**config.mk**
```make
export PLATFORM = sky130hd
export DESIGN_NAME = div32_seq
export DESIGN_NICKNAME = d
export VERILOG_FILES = /design/src/rtl/div_pkg.sv /design/src/rtl/div32_seq_sub33.sv /design/src/rtl/div32_seq.sv
export SDC_FILE = /design/constraint.sdc
export NUM_CORES = 1
export LEC_CHECK = 0
export CORE_ASPECT_RATIO = 1.2
export CORE_MARGIN = 2
export CORE_UTILIZATION = 50
export CTS_BUF_LIST = sky130_fd_sc_hd__clkbuf_8
export DETAILED_ROUTE_END_ITERATION = 16
export PLACE_DENSITY_LB_ADDON = 0.12
export SYNTH_ARGS = -nofsm -noshare
export SYNTH_HDL_FRONTEND = slang
export SYNTH_SLANG_ARGS = --single-unit
```
**constraint.sdc**
```tcl
create_clock -name clk -period 2.9 [get_ports clk]
set_input_delay 0.29 -clock clk [delete_from_list [all_inputs] [get_ports clk]]
set_output_delay 0.29 -clock clk [all_outputs]
set_load 0.05 [all_outputs]
```
**src/rtl/div_pkg.sv**
```systemverilog
// ---------------------------------------------------------------------------
// div_pkg -- shared definitions for the div32_seq sequential divider.
//   state_t   : controller state encoding (IDLE, RUN, FIX, DONE)
//   DIV_ITER  : number of restoring steps per division
//   LAST_CNT  : iteration-counter value during the final RUN step
//   DIVZ_QUOT : quotient returned for a zero divisor
//   cond_neg  : two's-complement negate when the select bit is set
// ---------------------------------------------------------------------------
package div_pkg;

  typedef enum logic [1:0] {
    IDLE = 2'd0,
    RUN  = 2'd1,
    FIX  = 2'd2,
    DONE = 2'd3
  } state_t;

  localparam int          DIV_ITER  = 32;
  localparam logic [5:0]  LAST_CNT  = 6'(DIV_ITER - 1);
  localparam logic [31:0] DIVZ_QUOT = 32'hFFFF_FFFF;

  // Negate a 32-bit value when neg is set; used for both magnitude
  // extraction at acceptance and sign restoration at the end.
  function automatic logic [31:0] cond_neg(input logic [31:0] v, input logic neg);
    logic [31:0] res;
    if (neg) begin
      res = ~v + 32'd1;
    end else begin
      res = v;
    end
    return res;
  endfunction

endpackage

```
**src/rtl/div32_seq_sub33.sv**
```systemverilog
// ---------------------------------------------------------------------------
// sub33 -- combinational 33-bit subtractor used for the trial subtraction.
//   i_a      : minuend (shifted partial remainder)
//   i_b      : subtrahend (zero-extended divisor magnitude)
//   o_diff   : i_a - i_b modulo 2^33
//   o_borrow : 1 when i_a < i_b
// ---------------------------------------------------------------------------
module sub33 (
  input  logic [32:0] i_a,
  input  logic [32:0] i_b,
  output logic [32:0] o_diff,
  output logic        o_borrow
);

  logic [33:0] w_full;

  // One extra bit on the left catches the borrow out of the subtraction.
  assign w_full   = {1'b0, i_a} - {1'b0, i_b};
  assign o_diff   = w_full[32:0];
  assign o_borrow = w_full[33];

endmodule

```
**src/rtl/div32_seq.sv**
```systemverilog
// ---------------------------------------------------------------------------
// div32_seq -- 32-bit signed/unsigned restoring divider, one bit per cycle.
//   clk       : clock, rising edge
//   rst_n     : synchronous active-low reset
//   start     : request a division (sampled only in IDLE)
//   sgn       : 1 = signed operands, 0 = unsigned (captured with start)
//   dividend  : numerator (captured with start)
//   divisor   : denominator (captured with start)
//   busy      : high while the divider is iterating or fixing signs
//   done      : one-cycle pulse, results valid
//   quotient  : result quotient, held until the next accepted start
//   remainder : result remainder, held until the next accepted start
//   div_zero  : divisor was zero
//   ovf       : signed overflow (-2^31 / -1)
// All outputs are registers; nothing passes combinationally from inputs.
// ---------------------------------------------------------------------------
module div32_seq
  import div_pkg::*;
#(
  parameter int WIDTH = 32
) (
  input  logic             clk,
  input  logic             rst_n,
  input  logic             start,
  input  logic             sgn,
  input  logic [WIDTH-1:0] dividend,
  input  logic [WIDTH-1:0] divisor,
  output logic             busy,
  output logic             done,
  output logic [WIDTH-1:0] quotient,
  output logic [WIDTH-1:0] remainder,
  output logic             div_zero,
  output logic             ovf
);

  state_t      r_state;
  state_t      w_state_nxt;
  logic        w_accept;
  logic        w_div_by_zero;

  logic [31:0] r_quo;
  logic [31:0] r_rem;
  logic [31:0] r_dvs;
  logic [5:0]  r_cnt;
  logic        r_qneg;
  logic        r_rneg;
  logic        r_sgn;

  logic        r_busy;
  logic        r_done;
  logic [31:0] r_quotient;
  logic [31:0] r_remainder;
  logic        r_div_zero;
  logic        r_ovf;

  logic [32:0] w_shift;
  logic [32:0] w_diff;
  logic        w_borrow;
  logic        w_unused_diff_msb;

  assign w_div_by_zero = (divisor == 32'd0);

  // Partial remainder shifted left with the next dividend bit brought in.
  assign w_shift = {r_rem, r_quo[31]};

  sub33 u_sub33 (
    .i_a      (w_shift),
    .i_b      ({1'b0, r_dvs}),
    .o_diff   (w_diff),
    .o_borrow (w_borrow)
  );

  // A non-negative difference is always below the divisor, so bit 32 is
  // zero whenever it is kept.
  assign w_unused_diff_msb = w_diff[32];

  // Next-state logic and start acceptance.
  always_comb begin
    w_state_nxt = r_state;
    w_accept    = 1'b0;
    case (r_state)
      IDLE: begin
        if (start) begin
          w_accept = 1'b1;
          if (w_div_by_zero) begin
            w_state_nxt = DONE;
          end else begin
            w_state_nxt = RUN;
          end
        end else begin
          w_state_nxt = IDLE;
        end
      end
      RUN: begin
        if (r_cnt == LAST_CNT) begin
          w_state_nxt = FIX;
        end else begin
          w_state_nxt = RUN;
        end
      end
      FIX:     w_state_nxt = DONE;
      DONE:    w_state_nxt = IDLE;
      default: w_state_nxt = IDLE;
    endcase
  end

  // State register.
  always_ff @(posedge clk) begin
    if (!rst_n) begin
      r_state <= IDLE;
    end else begin
      r_state <= w_state_nxt;
    end
  end

  // Registered status flags, derived from the state being entered.
  always_ff @(posedge clk) begin
    if (!rst_n) begin
      r_busy <= 1'b0;
      r_done <= 1'b0;
    end else begin
      r_busy <= (w_state_nxt == RUN) || (w_state_nxt == FIX);
      r_done <= (w_state_nxt == DONE);
    end
  end

  // Operand capture, restoring iteration and result registers.
  always_ff @(posedge clk) begin
    if (!rst_n) begin
      r_quo       <= 32'd0;
      r_rem       <= 32'd0;
      r_dvs       <= 32'd0;
      r_cnt       <= 6'd0;
      r_qneg      <= 1'b0;
      r_rneg      <= 1'b0;
      r_sgn       <= 1'b0;
      r_quotient  <= 32'd0;
      r_remainder <= 32'd0;
      r_div_zero  <= 1'b0;
      r_ovf       <= 1'b0;
    end else begin
      case (r_state)
        IDLE: begin
          if (w_accept) begin
            r_quo  <= cond_neg(dividend, sgn & dividend[31]);
            r_dvs  <= cond_neg(divisor, sgn & divisor[31]);
            r_rem  <= 32'd0;
            r_cnt  <= 6'd0;
            r_qneg <= sgn & (dividend[31] ^ divisor[31]);
            r_rneg <= sgn & dividend[31];
            r_sgn  <= sgn;
            // A zero divisor skips the iteration and reports at once.
            if (w_div_by_zero) begin
              r_quotient  <= DIVZ_QUOT;
              r_remainder <= dividend;
              r_div_zero  <= 1'b1;
              r_ovf       <= 1'b0;
            end
          end
        end
        RUN: begin
          if (w_borrow) begin
            r_rem <= w_shift[31:0];
            r_quo <= {r_quo[30:0], 1'b0};
          end else begin
            r_rem <= w_diff[31:0];
            r_quo <= {r_quo[30:0], 1'b1};
          end
          r_cnt <= r_cnt + 6'd1;
        end
        FIX: begin
          r_quotient  <= cond_neg(r_quo, r_qneg);
          r_remainder <= cond_neg(r_rem, r_rneg);
          r_div_zero  <= 1'b0;
          // Only -2^31 / -1 yields a positive quotient magnitude of 2^31.
          r_ovf       <= r_sgn & ~r_qneg & r_quo[31];
        end
        default: begin
        end
      endcase
    end
  end

  assign busy      = r_busy;
  assign done      = r_done;
  assign quotient  = r_quotient;
  assign remainder = r_remainder;
  assign div_zero  = r_div_zero;
  assign ovf       = r_ovf;

endmodule

```
==> impl_metrics.tcl, run 1 <==
set metrics [dict create \
    status "finished, violations left" \
    violations "setup timing" \
    drtAntennaViolNets 0 \
    final_nets 1720 \
    synthAdderAreaFrac_pct 4.540 \
    grt_start_max_net_pins 105 \
    drt-total-wl_mm 33.10 \
    p_seq_share_pct 45.7 \
    cp_data_required_time_ps 3270 \
    syn_area_sq_mm 0.01091 \
    synthMuxAreaShare_pct 1.662 \
    yosysWarnings 0 \
    fin_ws_ps -306.9 \
    drtPass1Iterations 5 \
    synth.top_cell.area_share_pct 32.10 \
    row_count 59 \
    synth.largest_area_cell "dfxtp_1" \
    place_ws_ps -298.5 \
    antenna_cells 0 \
    drv_cap 0 \
    numCtsBuffers 17 \
    p_leak_nw 5.387 \
    vias_per_cell 5.796 \
    cts_max_level 4 \
    min_period_ps 3207 \
    clk_pin_slew_ps 100 \
    ys_ff_latch 175 \
    root_buffer "clkbuf_8" \
    final_area_sq_mm 0.01393 \
    async_flop_share_pct 0 \
    fin_skew_ps 20.71 \
    setup_violations 3 \
    areaGrowthSynthToFinish_pct 27.61 \
    pwr-share-comb_pct 23.9 \
    switching_power_w 0.001823 \
    tns_ps -741.5 \
    syn-num-nets 1512 \
    cp_max_fo 3 \
    synth_cell_types 65 \
    place.detailed.instances 1864 \
    max_slew.worst_pin.slew_ps 1123 \
    clkPwrFrac_pct 30.4 \
    clock-sinks 175 \
    grt_usage_pct 28.09 \
    synth_xor_area_share_pct 10.99 \
    arrival_ps 3580 \
    drv_slew 0 \
    wl_per_cell_um 17.42 \
    rsz0062_at_grt "yes" \
    synthTopCellsByArea "dfxtp_1 (32%), a21oi_1 (7.0%), xnor2_1 (6.0%)" \
    startpoint_type "flop" \
    dpl.hpwl_mm 25.15 \
    io_pins 136 \
    grt_overflow 0 \
    drive_gt1_share_pct 14.58 \
    first_global_vias 10480 \
    synth_ff_type "dfxtp_1" \
    cts_buffer_depth 2 \
    synth_edf_count 0 \
    synth_top_family_by_area "compound AO/OA/AOI/OAI gates" \
    drc 0 \
    seq_area_frac_synth_pct 32.10 \
    fp.dieW_um 138.9 \
    worst_setup_path_end_kind "flop" \
    post-route-period-util_pct 110.6 \
    fin_cells 1900 \
    io_buffers 135 \
    syn_inst 1405 \
    core_area_sq_mm 0.02156 \
    dpl-instance-area_sq_mm 0.01344 \
    path_class "flop to flop" \
    fmax_ghz 0.3118 \
    synth_commonest_cells "dfxtp_1 (175), nand2_1 (164), a21oi_1 (152), nor2_1 (108), o21ai_0 (101)" \
    yosysMostFrequentCell "dfxtp_1" \
    place_congestion 0.9001 \
    hold_violations 0 \
    synth_compound_area_share_pct 27.79 \
    drtIter0Drc 658 \
    min_path_type "flop to flop" \
    start_util_pct 50.63 \
    grt_pass1_wl_mm 53.03 \
    antenna_found_initial 0 \
    num_vias 11010 \
    power.share.switching_pct 32.40 \
    avgSynthCellArea_sq_um 7.768 \
    p_int_w 0.003803 \
    cts_tree "built" \
    max_slew_margin_pct 24.84 \
    synth_simple_gate_area_share_pct 17.98 \
    clkLatencyLatePin_ps 480 \
    die-area_sq_mm 0.02303 \
    irDropWorstVdd_mv 0.2834 \
    power_density_mw_per_mm2 403.9 \
    chipHeight_um 165.8 \
]
[worst max-delay path, cell delays in order (launching register included)]
cell and delay (ps):
dfxtp_2 340, inv_2 40, ha_2 160, or3b_4 370
or3_4 330, nand2b_4 150, or2_4 240, or4_4 520
or4_4 470, o41ai_4 230, xor2_1 170, a21oi_1 80
[power groups by stage]
stage          sequential [W]  combinational, W  clock [W]
4_1_cts               0.00257           0.00132    0.00174
3_3_place_gp          0.00262           0.00129          0
2_1_floorplan         0.00261          0.000798          0
5_1_grt               0.00258           0.00147    0.00183
6_report              0.00257           0.00134    0.00171
3_5_place_dp          0.00262           0.00130          0
[through the flow]
step                util [%]  power [W]  hold slack, ps
floorplan                  -   0.003407           426.0
global placement       62.33   0.003910           438.1
detailed placement     62.33   0.003927           445.8
CTS                    64.26   0.005626           460.1
global route           64.61   0.005890           470.1
finish                 64.61   0.005625           457.9
[repair_timing]
item,4_1_cts,5_1_grt
cloned,0,0
hold buffers,0,0
setup buffers,2,2
pin swaps,1,9
gates resized for setup,4,17
endpoints found under the setup margin,6,37
[cell usage in the layout, fill, tap and decap left out, types with 21 or more instances in the layout]
cell and count:
a21oi_1 150, buf_4 135, xor2_1 62, ha_1 37, nor3_1 31, or3_1 21
a22oi_1 32, nand2_1 164, clkdlybuf4s50_1 135, nor2_1 106, nand3_1 26, inv_1 52
xnor2_1 75, a211oi_1 31, dfxtp_1 171, o21ai_0 98
[flip-flops by register name, indices dropped and copies added, names as in the netlist]
| signal | cells |
|---|---|
| r_qneg | 1 |
| quotient | 32 |
| r_state | 2 |
| r_rem | 32 |
| r_cnt | 6 |
| r_quo | 32 |
| r_rneg | 1 |
| r_sgn | 1 |
| div_zero | 1 |
| r_dvs | 32 |
| done | 1 |
| busy | 1 |
| remainder | 32 |
| ovf | 1 |
[worst paths after layout]
check	start	to	slack (ps)	cells after the start
setup / recovery	r_quo[0]	quotient[28]	-310	11
hold / removal	remainder[7]	remainder[7]	460	2
setup reg to reg	r_quo[0]	quotient[28]	-310	11
hold reg to reg	remainder[7]	remainder[7]	460	2
[routing by layer]
| layer | global-route usage, % | share of wire [%] | vias to the layer above |
|---|---|---|---|
| met5 | 0 | 0 | - |
| met4 | 10.58 | 3.2 | 0 |
| met3 | 3.893 | 3.5 | 67 |
| met2 | 52.28 | 52 | 278 |
| met1 | 32.47 | 41 | 5182 |
| li1 | - | - | 5485 |
[cell families after synthesis]
kind of cell | after synthesis
XOR/XNOR | 137
multiplexers | 18
buffers and inverters | 143
adder cells (fa/ha/maj) | 39
flip-flops | 175
AO/OA/AOI/OAI | 469
AND/OR/NAND/NOR | 424
[cell type report]
class | count | area [sq um]
well taps | 274 | 342.8
clock buffers | 17 | 234.0
repair buffers | 277 | 2505
fillers | 2003 | 7629
multi-input cells | 1087 | 6974
clock inverters | 15 | 156.4
inverters | 55 | 206.4
flip-flops and latches | 175 | 3508
(Power assumes the default switching activity.)
==> run 2: changes to the inputs <==
--- a/config.mk
+++ b/config.mk
@@ -6,10 +6,10 @@
 export NUM_CORES = 1
 export LEC_CHECK = 0
 export CORE_ASPECT_RATIO = 1.2
-export CORE_MARGIN = 2
 export CORE_UTILIZATION = 50
 export CTS_BUF_LIST = sky130_fd_sc_hd__clkbuf_8
 export DETAILED_ROUTE_END_ITERATION = 16
+export GPL_ROUTABILITY_DRIVEN = 0
 export PLACE_DENSITY_LB_ADDON = 0.12
 export SYNTH_ARGS = -nofsm -noshare
 export SYNTH_HDL_FRONTEND = slang
==> run 2 against run 1 <==
Utilization grew 0.82 points. Global-route usage increased by 0.82 points. Critical path depth is the same. First-iteration DRC count decreased by 8.7%. Sequential share of layout area increased by 0.096 points. Routed wire length decreased by 3.0%. The flow still finishes with violations (setup timing). Flip-flop and latch count unchanged. Total power up 0.93%. Largest cell class unchanged. Setup slack got worse by 6.5 ps.
==> impl_metrics.tcl, run 2 (synthesis gave the netlist of run 1 again) <==
set metrics [dict create \
    fin_skew_ps 18.63 \
    post-route-period-util_pct 110.8 \
    startpoint_type "flop" \
    layout_commonest_cell "dfxtp_1" \
    drc 0 \
    final_nets 1713 \
    root_buffer "clkbuf_8" \
    setup_violations 3 \
    cts_buffer_depth 2 \
    grt_start_max_net_pins 81 \
    cts_hold_buf 0 \
    fin_ws_ps -313.5 \
    wl_per_cell_um 16.99 \
    min_period_ps 3213 \
    max_slew.worst_pin.slew_ps 1094 \
    first_global_vias 10390 \
    hold_start "remainder[4]" \
    power_density_mw_per_mm2 409.5 \
    numCtsBuffers 17 \
    drtPass1Iterations 5 \
    areaGrowthSynthToFinish_pct 27.03 \
    grt_overflow 0 \
    irDropWorstVdd_mv 0.2973 \
    cp_data_required_time_ps 3280 \
    chipHeight_um 163.8 \
    r2r-start "r_quo[0]" \
    clkLatencyLatePin_ps 490 \
    fin_util_pct 65.43 \
    drv_slew 0 \
    antenna_cells 0 \
    cts_tree "built" \
    max_slew_margin_pct 26.76 \
    antenna_found_initial 0 \
    clock-sinks 175 \
    status "finished, violations left" \
    num_vias 11080 \
    drtIter0Drc 601 \
    cts_max_level 4 \
    worst_setup_path_end_kind "flop" \
    io_buffers 135 \
    hold_ws_ps 460.0 \
    violations "setup timing" \
    p_leak_nw 5.374 \
    grt_usage_pct 28.92 \
    drt-total-wl_mm 32.09 \
    clk_pin_slew_ps 100 \
    hold_violations 0 \
    layout_common_cells "dfxtp_1 (173), nand2_1 (164), a21oi_1 (149), clkdlybuf4s50_1 (135), buf_4 (129)" \
    core_area_sq_mm 0.02119 \
    rsz0062_at_grt "yes" \
    dpl.hpwl_mm 24.55 \
    drive_gt1_share_pct 13.96 \
    path_class "flop to flop" \
    fp.dieW_um 136.9 \
    min_path_type "flop to flop" \
    tns_ps -700.3 \
    cp_max_fo 3 \
    arrival_ps 3590 \
    row_count 58 \
    crit_path_start "r_quo[0]" \
    vias_per_cell 5.865 \
    io_pins 136 \
    die-area_sq_mm 0.02243 \
    grt_pass1_wl_mm 51.11 \
    fmax_ghz 0.3112 \
    start_util_pct 51.51 \
    drtAntennaViolNets 0 \
    drv_cap 0 \
    regToRegSetupSlack_ps -310 \
]
==> run 2: layout make-up <==
class	count	area [sq um]
Clock buffer	17	234.0
Clock inverter	15	173.9
Fill cell	1918	7326
Inverter	55	206.4
Multi-Input combinational cell	1087	6967
Sequential cell	175	3506
Tap cell	270	337.8
Timing Repair Buffer	270	2440
==> run 2: critical path: stages (launching register included) <==
cell	delay [ps]
dfxtp_2	330
inv_2	70
ha_4	130
or3b_4	370
or3_4	340
nand2b_4	150
or2_4	240
or4_4	520
or4_4	470
o41ai_4	240
xor2_1	180
a21oi_1	80
==> run 2: routing by layer <==
layer	wire (um)	part of all wire, %	global-route usage [%]	vias up
met5	0	0	0	-
met4	890	2.8	10.69	0
met3	1403	4.4	3.889	59
met2	16500	51	53.14	311
met1	13290	41	33.73	5221
li1	-	-	-	5488
==> run 2: worst paths after layout <==
check	end	cells past startpoint
min	remainder[4]	2
min reg2reg	remainder[4]	2
max reg2reg	quotient[28]	11
max	quotient[28]	11
==> run 2: where the power goes <==
group	internal, W	switching, W	total, W
Combinational	0.000589	0.000718	0.00131
Clock	0.000795	0.00101	0.00180
Sequential	0.00249	0.0000814	0.00257
==> run 2: through the flow <==
stage               power, W  std cells  setup slack, ps  instance area, sq um
floorplan           0.003407       1405           -227.2                 10920
global placement    0.003870       1854           -233.5                 13370
detailed placement  0.003891       1854           -331.4                 13370
CTS                 0.005676       1888           -308.0                 13820
global route        0.005951       1889           -407.2                 13860
finish              0.005677       1889           -313.5                 13860
==> run 2: timing repair <==
| action | 4_1_cts | 5_1_grt |
|---|---|---|
| resized for setup | 7 | 13 |
| pin swaps | 4 | 5 |
| setup endpoints to repair | 4 | 26 |
| setup buffers | 2 | 1 |
| hold endpoints to repair | 0 | 0 |
